**src/rtl/spi_xfer_seq_if.sv**
```systemverilog
// spi_xfer_seq_if: byte streams plus SPI host core register bus seen by the sequencer
interface spi_xfer_seq_if;
  logic        tx_valid_i;
  logic [7:0]  tx_data_i;
  logic        tx_ready_o;
  logic        rx_valid_o;
  logic [7:0]  rx_data_o;
  logic        rx_ready_i;
  logic [7:0]  addr_o;
  logic [31:0] wdata_o;
  logic [3:0]  be_o;
  logic        we_o;
  logic        re_o;
  logic [31:0] rdata_i;
  logic        intr_i;
  logic        busy_o;
  logic        err_o;
  modport master (
    input  tx_valid_i, tx_data_i, rx_ready_i, rdata_i, intr_i,
    output tx_ready_o, rx_valid_o, rx_data_o, addr_o, wdata_o, be_o, we_o, re_o, busy_o, err_o
  );
  modport slave (
    output tx_valid_i, tx_data_i, rx_ready_i, rdata_i, intr_i,
    input  tx_ready_o, rx_valid_o, rx_data_o, addr_o, wdata_o, be_o, we_o, re_o, busy_o, err_o
  );
endinterface

```
**src/rtl/spi_xfer_seq.sv**
```systemverilog
// spi_xfer_seq: programs the SPI host core once, then runs one TX0/GO/wait/RX0 sequence per streamed byte
module spi_xfer_seq #(
  parameter logic [7:0] CLK_DIV     = 8'd4,
  parameter logic [7:0] SS_MASK     = 8'h01,
  parameter logic       TX_NEG      = 1'b1,
  parameter logic       RX_NEG      = 1'b0,
  parameter logic       LSB_FIRST   = 1'b0,
  parameter int         TIMEOUT_CYC = 1024
) (
  input logic            clk_i,
  input logic            rst_ni,
  spi_xfer_seq_if.master bus
);
  localparam int WW = $clog2(TIMEOUT_CYC + 1);
  localparam logic [31:0] CTRL_WORD = {18'b0, 1'b1, 1'b1, LSB_FIRST, TX_NEG, RX_NEG, 1'b1, 1'b0, 7'd8};
  if (TIMEOUT_CYC < 16 * (int'(CLK_DIV) + 1) + 8) begin : g_bad_timeout
    $error("TIMEOUT_CYC too small for one byte at CLK_DIV");
  end
  typedef enum logic [3:0] {INIT_DIV, INIT_SS, IDLE, WR_TX, WR_CTRL, WAIT_DONE, RD_ADDR, RD_CAP, PUSH} state_e;
  state_e          state_q, state_d;
  logic            run_q;
  logic [7:0]      byte_q, byte_d, rx_data_q, rx_data_d;
  logic [WW-1:0]   wdog_q, wdog_d;
  logic            expire, init_on;
  logic            unused_rdata;
  assign unused_rdata = ^bus.rdata_i[31:8];
  assign expire  = wdog_q == WW'(TIMEOUT_CYC - 1);
  // run_q keeps every output quiet while reset is held; INIT_DIV waits for it
  assign init_on = run_q && state_q == INIT_DIV;
  always_ff @(posedge clk_i or negedge rst_ni) begin
    if (!rst_ni) begin
      state_q   <= INIT_DIV;
      run_q     <= 1'b0;
      byte_q    <= '0;
      rx_data_q <= '0;
      wdog_q    <= '0;
    end else begin
      state_q   <= state_d;
      run_q     <= 1'b1;
      byte_q    <= byte_d;
      rx_data_q <= rx_data_d;
      wdog_q    <= wdog_d;
    end
  end
  always_comb begin
    state_d   = state_q;
    byte_d    = byte_q;
    rx_data_d = rx_data_q;
    wdog_d    = wdog_q;
    case (state_q)
      INIT_DIV:  state_d = run_q ? INIT_SS : INIT_DIV;
      INIT_SS:   state_d = IDLE;
      IDLE: if (bus.tx_valid_i) begin
        byte_d  = bus.tx_data_i;
        state_d = WR_TX;
      end
      WR_TX:     state_d = WR_CTRL;
      WR_CTRL: begin
        wdog_d  = '0;
        state_d = WAIT_DONE;
      end
      WAIT_DONE: begin
        wdog_d  = wdog_q + 1'b1;
        state_d = bus.intr_i ? RD_ADDR : expire ? IDLE : WAIT_DONE;
      end
      RD_ADDR:   state_d = RD_CAP;
      RD_CAP: begin
        rx_data_d = bus.rdata_i[7:0];
        state_d   = PUSH;
      end
      PUSH:      state_d = bus.rx_ready_i ? IDLE : PUSH;
      default:   state_d = INIT_DIV;
    endcase
  end
  always_comb begin
    bus.we_o       = init_on || state_q inside {INIT_SS, WR_TX, WR_CTRL};
    bus.re_o       = state_q inside {RD_ADDR, RD_CAP};
    bus.addr_o     = init_on ? 8'h14 : state_q == INIT_SS ? 8'h18 : state_q == WR_CTRL ? 8'h10 : 8'h00;
    bus.wdata_o    = init_on ? {24'b0, CLK_DIV} : state_q == INIT_SS ? {24'b0, SS_MASK} :
                     state_q == WR_TX ? {24'b0, byte_q} : state_q == WR_CTRL ? CTRL_WORD : 32'h0;
    bus.be_o       = (init_on || state_q inside {INIT_SS, WR_TX}) ? 4'b0001 : state_q == WR_CTRL ? 4'b0011 : 4'b0000;
    bus.tx_ready_o = state_q == IDLE;
    bus.rx_valid_o = state_q == PUSH;
    bus.rx_data_o  = rx_data_q;
    bus.busy_o     = run_q && state_q != IDLE;
    bus.err_o      = state_q == WAIT_DONE && expire && !bus.intr_i;
  end
endmodule

```
**src/flat_wrapper.sv**
```systemverilog
// flat-port wrapper written by rule: the top's interface ports become plain ports
module spi_xfer_seq_flat 
#(
  parameter logic [7:0] CLK_DIV     = 8'd4,
  parameter logic [7:0] SS_MASK     = 8'h01,
  parameter logic       TX_NEG      = 1'b1,
  parameter logic       RX_NEG      = 1'b0,
  parameter logic       LSB_FIRST   = 1'b0,
  parameter int         TIMEOUT_CYC = 1024
)
  (clk_i, rst_ni, bus_tx_valid_i, bus_tx_data_i, bus_rx_ready_i, bus_rdata_i, bus_intr_i, bus_tx_ready_o, bus_rx_valid_o, bus_rx_data_o, bus_addr_o, bus_wdata_o, bus_be_o, bus_we_o, bus_re_o, bus_busy_o, bus_err_o);
  spi_xfer_seq_if bus_i ();
  input logic clk_i;
  input logic rst_ni;
  input wire logic [$bits(bus_i.tx_valid_i)-1:0] bus_tx_valid_i;
  input wire logic [$bits(bus_i.tx_data_i)-1:0] bus_tx_data_i;
  input wire logic [$bits(bus_i.rx_ready_i)-1:0] bus_rx_ready_i;
  input wire logic [$bits(bus_i.rdata_i)-1:0] bus_rdata_i;
  input wire logic [$bits(bus_i.intr_i)-1:0] bus_intr_i;
  output wire logic [$bits(bus_i.tx_ready_o)-1:0] bus_tx_ready_o;
  output wire logic [$bits(bus_i.rx_valid_o)-1:0] bus_rx_valid_o;
  output wire logic [$bits(bus_i.rx_data_o)-1:0] bus_rx_data_o;
  output wire logic [$bits(bus_i.addr_o)-1:0] bus_addr_o;
  output wire logic [$bits(bus_i.wdata_o)-1:0] bus_wdata_o;
  output wire logic [$bits(bus_i.be_o)-1:0] bus_be_o;
  output wire logic [$bits(bus_i.we_o)-1:0] bus_we_o;
  output wire logic [$bits(bus_i.re_o)-1:0] bus_re_o;
  output wire logic [$bits(bus_i.busy_o)-1:0] bus_busy_o;
  output wire logic [$bits(bus_i.err_o)-1:0] bus_err_o;
  assign bus_i.tx_valid_i = bus_tx_valid_i;
  assign bus_i.tx_data_i = bus_tx_data_i;
  assign bus_i.rx_ready_i = bus_rx_ready_i;
  assign bus_i.rdata_i = bus_rdata_i;
  assign bus_i.intr_i = bus_intr_i;
  assign bus_tx_ready_o = bus_i.tx_ready_o;
  assign bus_rx_valid_o = bus_i.rx_valid_o;
  assign bus_rx_data_o = bus_i.rx_data_o;
  assign bus_addr_o = bus_i.addr_o;
  assign bus_wdata_o = bus_i.wdata_o;
  assign bus_be_o = bus_i.be_o;
  assign bus_we_o = bus_i.we_o;
  assign bus_re_o = bus_i.re_o;
  assign bus_busy_o = bus_i.busy_o;
  assign bus_err_o = bus_i.err_o;
  spi_xfer_seq #(.CLK_DIV(CLK_DIV), .SS_MASK(SS_MASK), .TX_NEG(TX_NEG), .RX_NEG(RX_NEG), .LSB_FIRST(LSB_FIRST), .TIMEOUT_CYC(TIMEOUT_CYC)) u_core (.clk_i(clk_i), .rst_ni(rst_ni), .bus(bus_i));
endmodule
```
**config.mk**
```make
export PLATFORM = sky130hd
export DESIGN_NAME = spi_xfer_seq_flat
export DESIGN_NICKNAME = d
export VERILOG_FILES = /design/src/rtl/spi_xfer_seq_if.sv /design/src/rtl/spi_xfer_seq.sv /design/src/flat_wrapper.sv
export SDC_FILE = /design/constraint.sdc
export NUM_CORES = 1
export LEC_CHECK = 0
export CAP_MARGIN = 25
export CORE_MARGIN = 2
export CORE_UTILIZATION = 39
export DETAILED_ROUTE_END_ITERATION = 8
export GPL_ROUTABILITY_DRIVEN = 0
export HOLD_SLACK_MARGIN = 0.12
export PLACE_DENSITY = 0.8
export SLEW_MARGIN = 5
export SYNTH_ARGS = -nofsm -noshare
export SYNTH_HDL_FRONTEND = slang
export SYNTH_SLANG_ARGS = --single-unit
```
**constraint.sdc**
```tcl
create_clock -name clk_i -period 2.5 [get_ports clk_i]
set_input_delay 0.25 -clock clk_i [delete_from_list [all_inputs] [get_ports clk_i]]
set_output_delay 0.25 -clock clk_i [all_outputs]
set_load 0.05 [all_outputs]
```
==> impl_metrics.yaml, run 1 <==
yosys:
  ys_warn_count: 0
  syn_area_per_cell_um2: 9.63
  synthDistinctLibCells: 41
  synth_edf_count: 0
  syn_inst: 199
  synthesis.area_um2: 1920
  synth_xor_area_frac: 0
  synthMuxAreaShare: 0.104
  synth_top_family_by_area: "simple AND/OR/NAND/NOR gates"
  synthFlopType: "dfrtp_1"
  synth-simple-area-share: 0.210
  yosysSeqAreaShare: 0.418
  synthAdderAreaFrac: 0.00653
  synth_compound_area_frac: 0.102
  synthArstFlopShare: 1.00
  synth_seq_cells: 32
global_routing:
  grt_pass1_vias: 1498
  grt_overflow: 0
  grt_util_all_layers: 0.152
  antenna_found_initial: 0
  grt_pass1_wl_mm: 6.49
  grt_max_degree: 33
routing:
  postRouteAntennaNets: 0
  drt_first_pass_iters: 4
  drt_iter0_markers: 64
  num_vias: 1547
  via_per_inst: 4.90
  wl_per_cell_um: 12.3
  drc: 0
  drt-total-wl_mm: 3.90
sta:
  relSlewSlack: 0.659
  rsz0062_at_grt: "false"
  final.period_utilization: 0.941
  hold_ws_ps: 362
  slew_violations: 0
  final-hold-violation-count: 0
  skew_ps: 3.22
  fin_ws_ps: 147
  finalSetupViolCount: 0
  fmaxAchievable_ghz: 0.425
  fin_crit_ps: 2350
  tightest_slew_ps: 510
place:
  dp.final_hpwl_mm: 2.82
  place_area_um2: 2420
  place_ws_ps: 414
  port_buffers: 51
layout:
  area.growth.synth_to_final_pct: 31.1
  final_net_count: 294
  layout-drive-gt1-share: 0.209
  n_fill_cell: 420
  final_util: 0.532
  diodes: 0
  final_cell_mix: "32 x clkdlybuf4s50_1, 31 x dfrtp_1, 28 x conb_1, 20 x buf_4, 16 x mux2_2"
  fin_area_um2: 2510
  final_common_cell: "clkdlybuf4s50_1"
critical_path:
  critPathLaunchType: "flip-flop"
  slowest_stage: "dfrtp_1"
  critPathBufInv: 1
  critPathKind: "reg2out"
  worstPathMaxFanout: 15
  critPathCaptureType: "output port"
  path_cells: "nand4bb_1, or4_1, nor2_1, buf_12"
  critPathMaxStageDelay_ps: 630
  path_delay_family: "simple AND/OR/NAND/NOR gates"
  required_ps: 2250
  worst_ep_arrival_time_ps: 2100
clocking:
  cts-root-buf: "clkbuf_8"
  cts_setup_buffers: 0
  cts_htree_levels: 2
  cts_buffers: 5
  clock_latency_ps: 280
  postCtsHoldBufs: 0
  path_clk_slew_ps: 60
  post_cts_resized: 0
  clockBufferDepth: 2
  numClockSinks: 32
  cts_tree: "yes"
run:
  drv_cap: 0
outcome:
  status: "finished clean"
min_path:
  min_path_type: "in2async"
die:
  num_rows: 25
  dieWidth_um: 74.1
  coreArea_um2: 4720
  die_y_um: 74.1
  initial_core_util: 0.406
  dieArea_um2: 5490
  num_io_pins: 103
power:
  worst_ir_drop_vdd_mv: 0.882
  power_density_nw_per_um2: 1340
  totalPowerFinal_mw: 3.36
  p_leak_nw: 1.12
power breakdown:
part | internal (mW) | leakage, nW | switching (mW)
logic | 0.759 | 0.668 | 1.28
registers | 0.711 | 0.397 | 0.203
clock network | 0.219 | 0.0510 | 0.186
total | 1.69 | 1.12 | 1.67
cell families (layout without fill, tap and decap cells):
family,after synthesis,count (layout)
fa+ha+maj,1,1
simple gates,69,69
compound gates,29,29
flops,32,32
buf+inv,48,72
mux,18,18
other cells,2,28
sequential cells by signal (all words and copies together), names as in the netlist:
| signal | count |
|---|---|
| u_core.bus.rx_data_o | 8 |
| u_core.byte_q | 8 |
| u_core.run_q | 1 |
| u_core.state_q | 4 |
| u_core.wdog_q | 11 |
cells in the mapped netlist (3+ instances only):
master	count	area (um2)
a21oi_1	7	35.0
and3_1	6	37.5
buf_4	31	233
clkbuf_1	8	30.0
dfrtp_1	32	801
inv_1	6	22.5
mux2_2	16	180
nand2_1	14	52.6
nand2b_1	6	37.5
nand3_1	5	25.0
nor2_1	8	30.0
nor4_1	4	25.0
nor4b_1	3	26.3
o211ai_1	3	22.5
o21ai_0	5	25.0
o31ai_1	3	22.5
or3_1	4	25.0
or4_1	4	30.0
stage by stage:
stage	TNS [ps]	instances
floorplan	-556	225
global placement	0	308
detailed placement	0	308
CTS	0	316
global route	0	316
finish	0	316
per-layer routing:
layer	GRT usage	wire [um]
met5	0	0
met2	0.248	1910
met4	0.0606	19
met3	0.0678	373
met1	0.175	1600
area by class of cell:
class | count | area (um2) | share of cell area
Inverter | 6 | 22.5 | 0.00896
Tap cell | 67 | 83.8 | 0.0333
Multi-Input combinational cell | 145 | 922 | 0.367
Timing Repair Buffer | 58 | 591 | 0.235
Clock inverter | 2 | 10.0 | 0.00398
Clock buffer | 6 | 82.6 | 0.0329
Sequential cell | 32 | 802 | 0.319
path summary, 6_finish.rpt:
check,cells past startpoint,start,end,slack [ps]
min in group clk_i,1,u_core.byte_q[4]$_DFFE_PN0P_,u_core.byte_q[4]$_DFFE_PN0P_,500
worst max-delay path,4,u_core.state_q[0]$_DFFE_PN0P_,bus_err_o,150
worst min register to register,1,u_core.byte_q[4]$_DFFE_PN0P_,u_core.byte_q[4]$_DFFE_PN0P_,500
worst max register to register,3,u_core.state_q[1]$_DFFE_PN0P_,u_core.wdog_q[8]$_DFFE_PN0P_,500
worst min-delay path,2,rst_ni,u_core.byte_q[5]$_DFFE_PN0P_,360
max in group asynchronous,2,rst_ni,u_core.state_q[2]$_DFFE_PN0P_,1810
Power figures use the tool's default switching activity.
==> run 2, diff against run 1 <==
--- a/config.mk
+++ b/config.mk
@@ -16,3 +16,4 @@
 export SYNTH_ARGS = -nofsm -noshare
 export SYNTH_HDL_FRONTEND = slang
 export SYNTH_SLANG_ARGS = --single-unit
+export TNS_END_PERCENT = 1
==> results of run 2 <==
No change in the layout: final DEF, timing and power equal those of run 1.
==> run 3, diff against run 2 <==
--- a/config.mk
+++ b/config.mk
@@ -11,8 +11,10 @@
 export DETAILED_ROUTE_END_ITERATION = 8
 export GPL_ROUTABILITY_DRIVEN = 0
 export HOLD_SLACK_MARGIN = 0.12
+export MAX_ROUTING_LAYER = met4
 export PLACE_DENSITY = 0.8
-export SLEW_MARGIN = 5
+export SKIP_CTS_REPAIR_TIMING = 1
+export SLEW_MARGIN = 25
 export SYNTH_ARGS = -nofsm -noshare
 export SYNTH_HDL_FRONTEND = slang
 export SYNTH_SLANG_ARGS = --single-unit
==> impl_metrics.yaml, run 3 (synthesis results as in run 1) <==
outcome:
  status: "finished clean"
critical_path:
  critPathKind: "reg2out"
  worstReg2RegStart: "u_core.state_q[1]$_DFFE_PN0P_"
  worst_ep_arrival_time_ps: 2110
  cp-startpoint: "u_core.state_q[0]$_DFFE_PN0P_"
  reg2reg_to: "u_core.wdog_q[8]$_DFFE_PN0P_"
  worstPathMaxFanout: 15
  r2r_slack_ps: 500
  critPathCaptureType: "output port"
  critPathLaunchType: "flip-flop"
  r2r_cells: 3
  required_ps: 2250
routing:
  drt_first_pass_iters: 4
  drc: 0
  drt_iter0_markers: 84
  wl_per_cell_um: 12.4
  drt-total-wl_mm: 3.91
  postRouteAntennaNets: 0
  via_per_inst: 4.95
  num_vias: 1565
place:
  place_area_um2: 2420
  dp.final_hpwl_mm: 2.82
  place_ws_ps: 414
  port_buffers: 51
  dp_cells: 308
die:
  die_y_um: 74.1
  coreArea_um2: 4720
  dieArea_um2: 5490
  dieWidth_um: 74.1
  num_io_pins: 103
  num_rows: 25
  initial_core_util: 0.406
power:
  worst_ir_drop_vdd_mv: 0.882
  p_leak_nw: 1.12
  power_density_nw_per_um2: 1340
sta:
  tightest_slew_ps: 518
  finalSetupViolCount: 0
  final.period_utilization: 0.943
  fmaxAchievable_ghz: 0.424
  skew_ps: 2.62
  fin_crit_ps: 2360
  rsz0062_at_grt: "false"
  slew_violations: 0
  relSlewSlack: 0.654
  final-hold-violation-count: 0
  fin_ws_ps: 141
layout:
  multi_input_area_um2: 922
  area.growth.synth_to_final_pct: 31.1
  diodes: 0
  fin_cells: 316
  n_fill_cell: 420
  layout-drive-gt1-share: 0.209
  final_net_count: 294
  top_register: "u_core.wdog_q"
  seqCellArea_um2: 802
  largest_reg_flops: 11
  final_common_cell: "clkdlybuf4s50_1"
  fin_area_um2: 2510
  final_cell_mix: "32 x clkdlybuf4s50_1, 31 x dfrtp_1, 28 x conb_1, 20 x buf_4, 16 x mux2_2"
run:
  drv_cap: 0
global_routing:
  grt_pass1_vias: 1498
  grt_max_degree: 33
  grt_util_all_layers: 0.157
  grt_pass1_wl_mm: 6.48
  antenna_found_initial: 0
  grt_overflow: 0
clocking:
  clock_latency_ps: 280
  numClockSinks: 32
  clockBufferDepth: 2
  cts_buffers: 5
  cts_tree: "yes"
  cts_htree_levels: 2
  cts-root-buf: "clkbuf_8"
  path_clk_slew_ps: 70
min_path:
  min_path_type: "in2async"
run 3: cell counts in the layout (fill, tap and decap cells not counted):
No cell type changed its count.
run 3: worst max-delay path by stage:
stage / endpoint / slack (ps) / cells past startpoint
global placement: bus_err_o / 410 / 4
detailed placement: bus_err_o / 410 / 4
finish: bus_err_o / 140 / 4
global route: bus_busy_o / 20 / 4
CTS: bus_err_o / 70 / 4
floorplan: bus_wdata_o[0] / -320 / 3
run 3: final cells by class:
cell class,instances,share of cell area
tap,67,0.0333
timing repair buffer,58,0.235
clock buffer,6,0.0329
sequential,32,0.319
inverter,6,0.00896
clock inverter,2,0.00398
multi-input combinational,145,0.367
run 3: critical path, cell delays in order, from the launching register on:
cell	delay [ps]
dfrtp_1	640
nand4bb_1	220
or4_1	610
nor2_1	200
buf_12	170
run 3: routing by layer:
metal	vias to the layer above	routed length [um]	track usage
li1	746	-	-
met1	736	1700	0.188
met2	73	1860	0.248
met3	10	284	0.0461
met4	0	68	0.0606
met5	-	0	-
run 3: report_power, final:
group	internal [mW]	switching, mW	leakage, nW	total [mW]
clock	0.219	0.190	0.0510	0.409
combinational	0.759	1.28	0.668	2.04
sequential	0.711	0.204	0.397	0.915
total	1.69	1.67	1.12	3.36
run 3: per-stage QoR:
stage          utilization  TNS, ps  power, mW  hold WS [ps]
3_5_place_dp         0.512        0       2.96           489
5_1_grt              0.532        0       3.55           416
2_1_floorplan            -     -556       2.38         -45.6
6_report             0.532        0       3.36           359
3_3_place_gp         0.512        0       2.93           479
4_1_cts              0.532        0       3.39           376
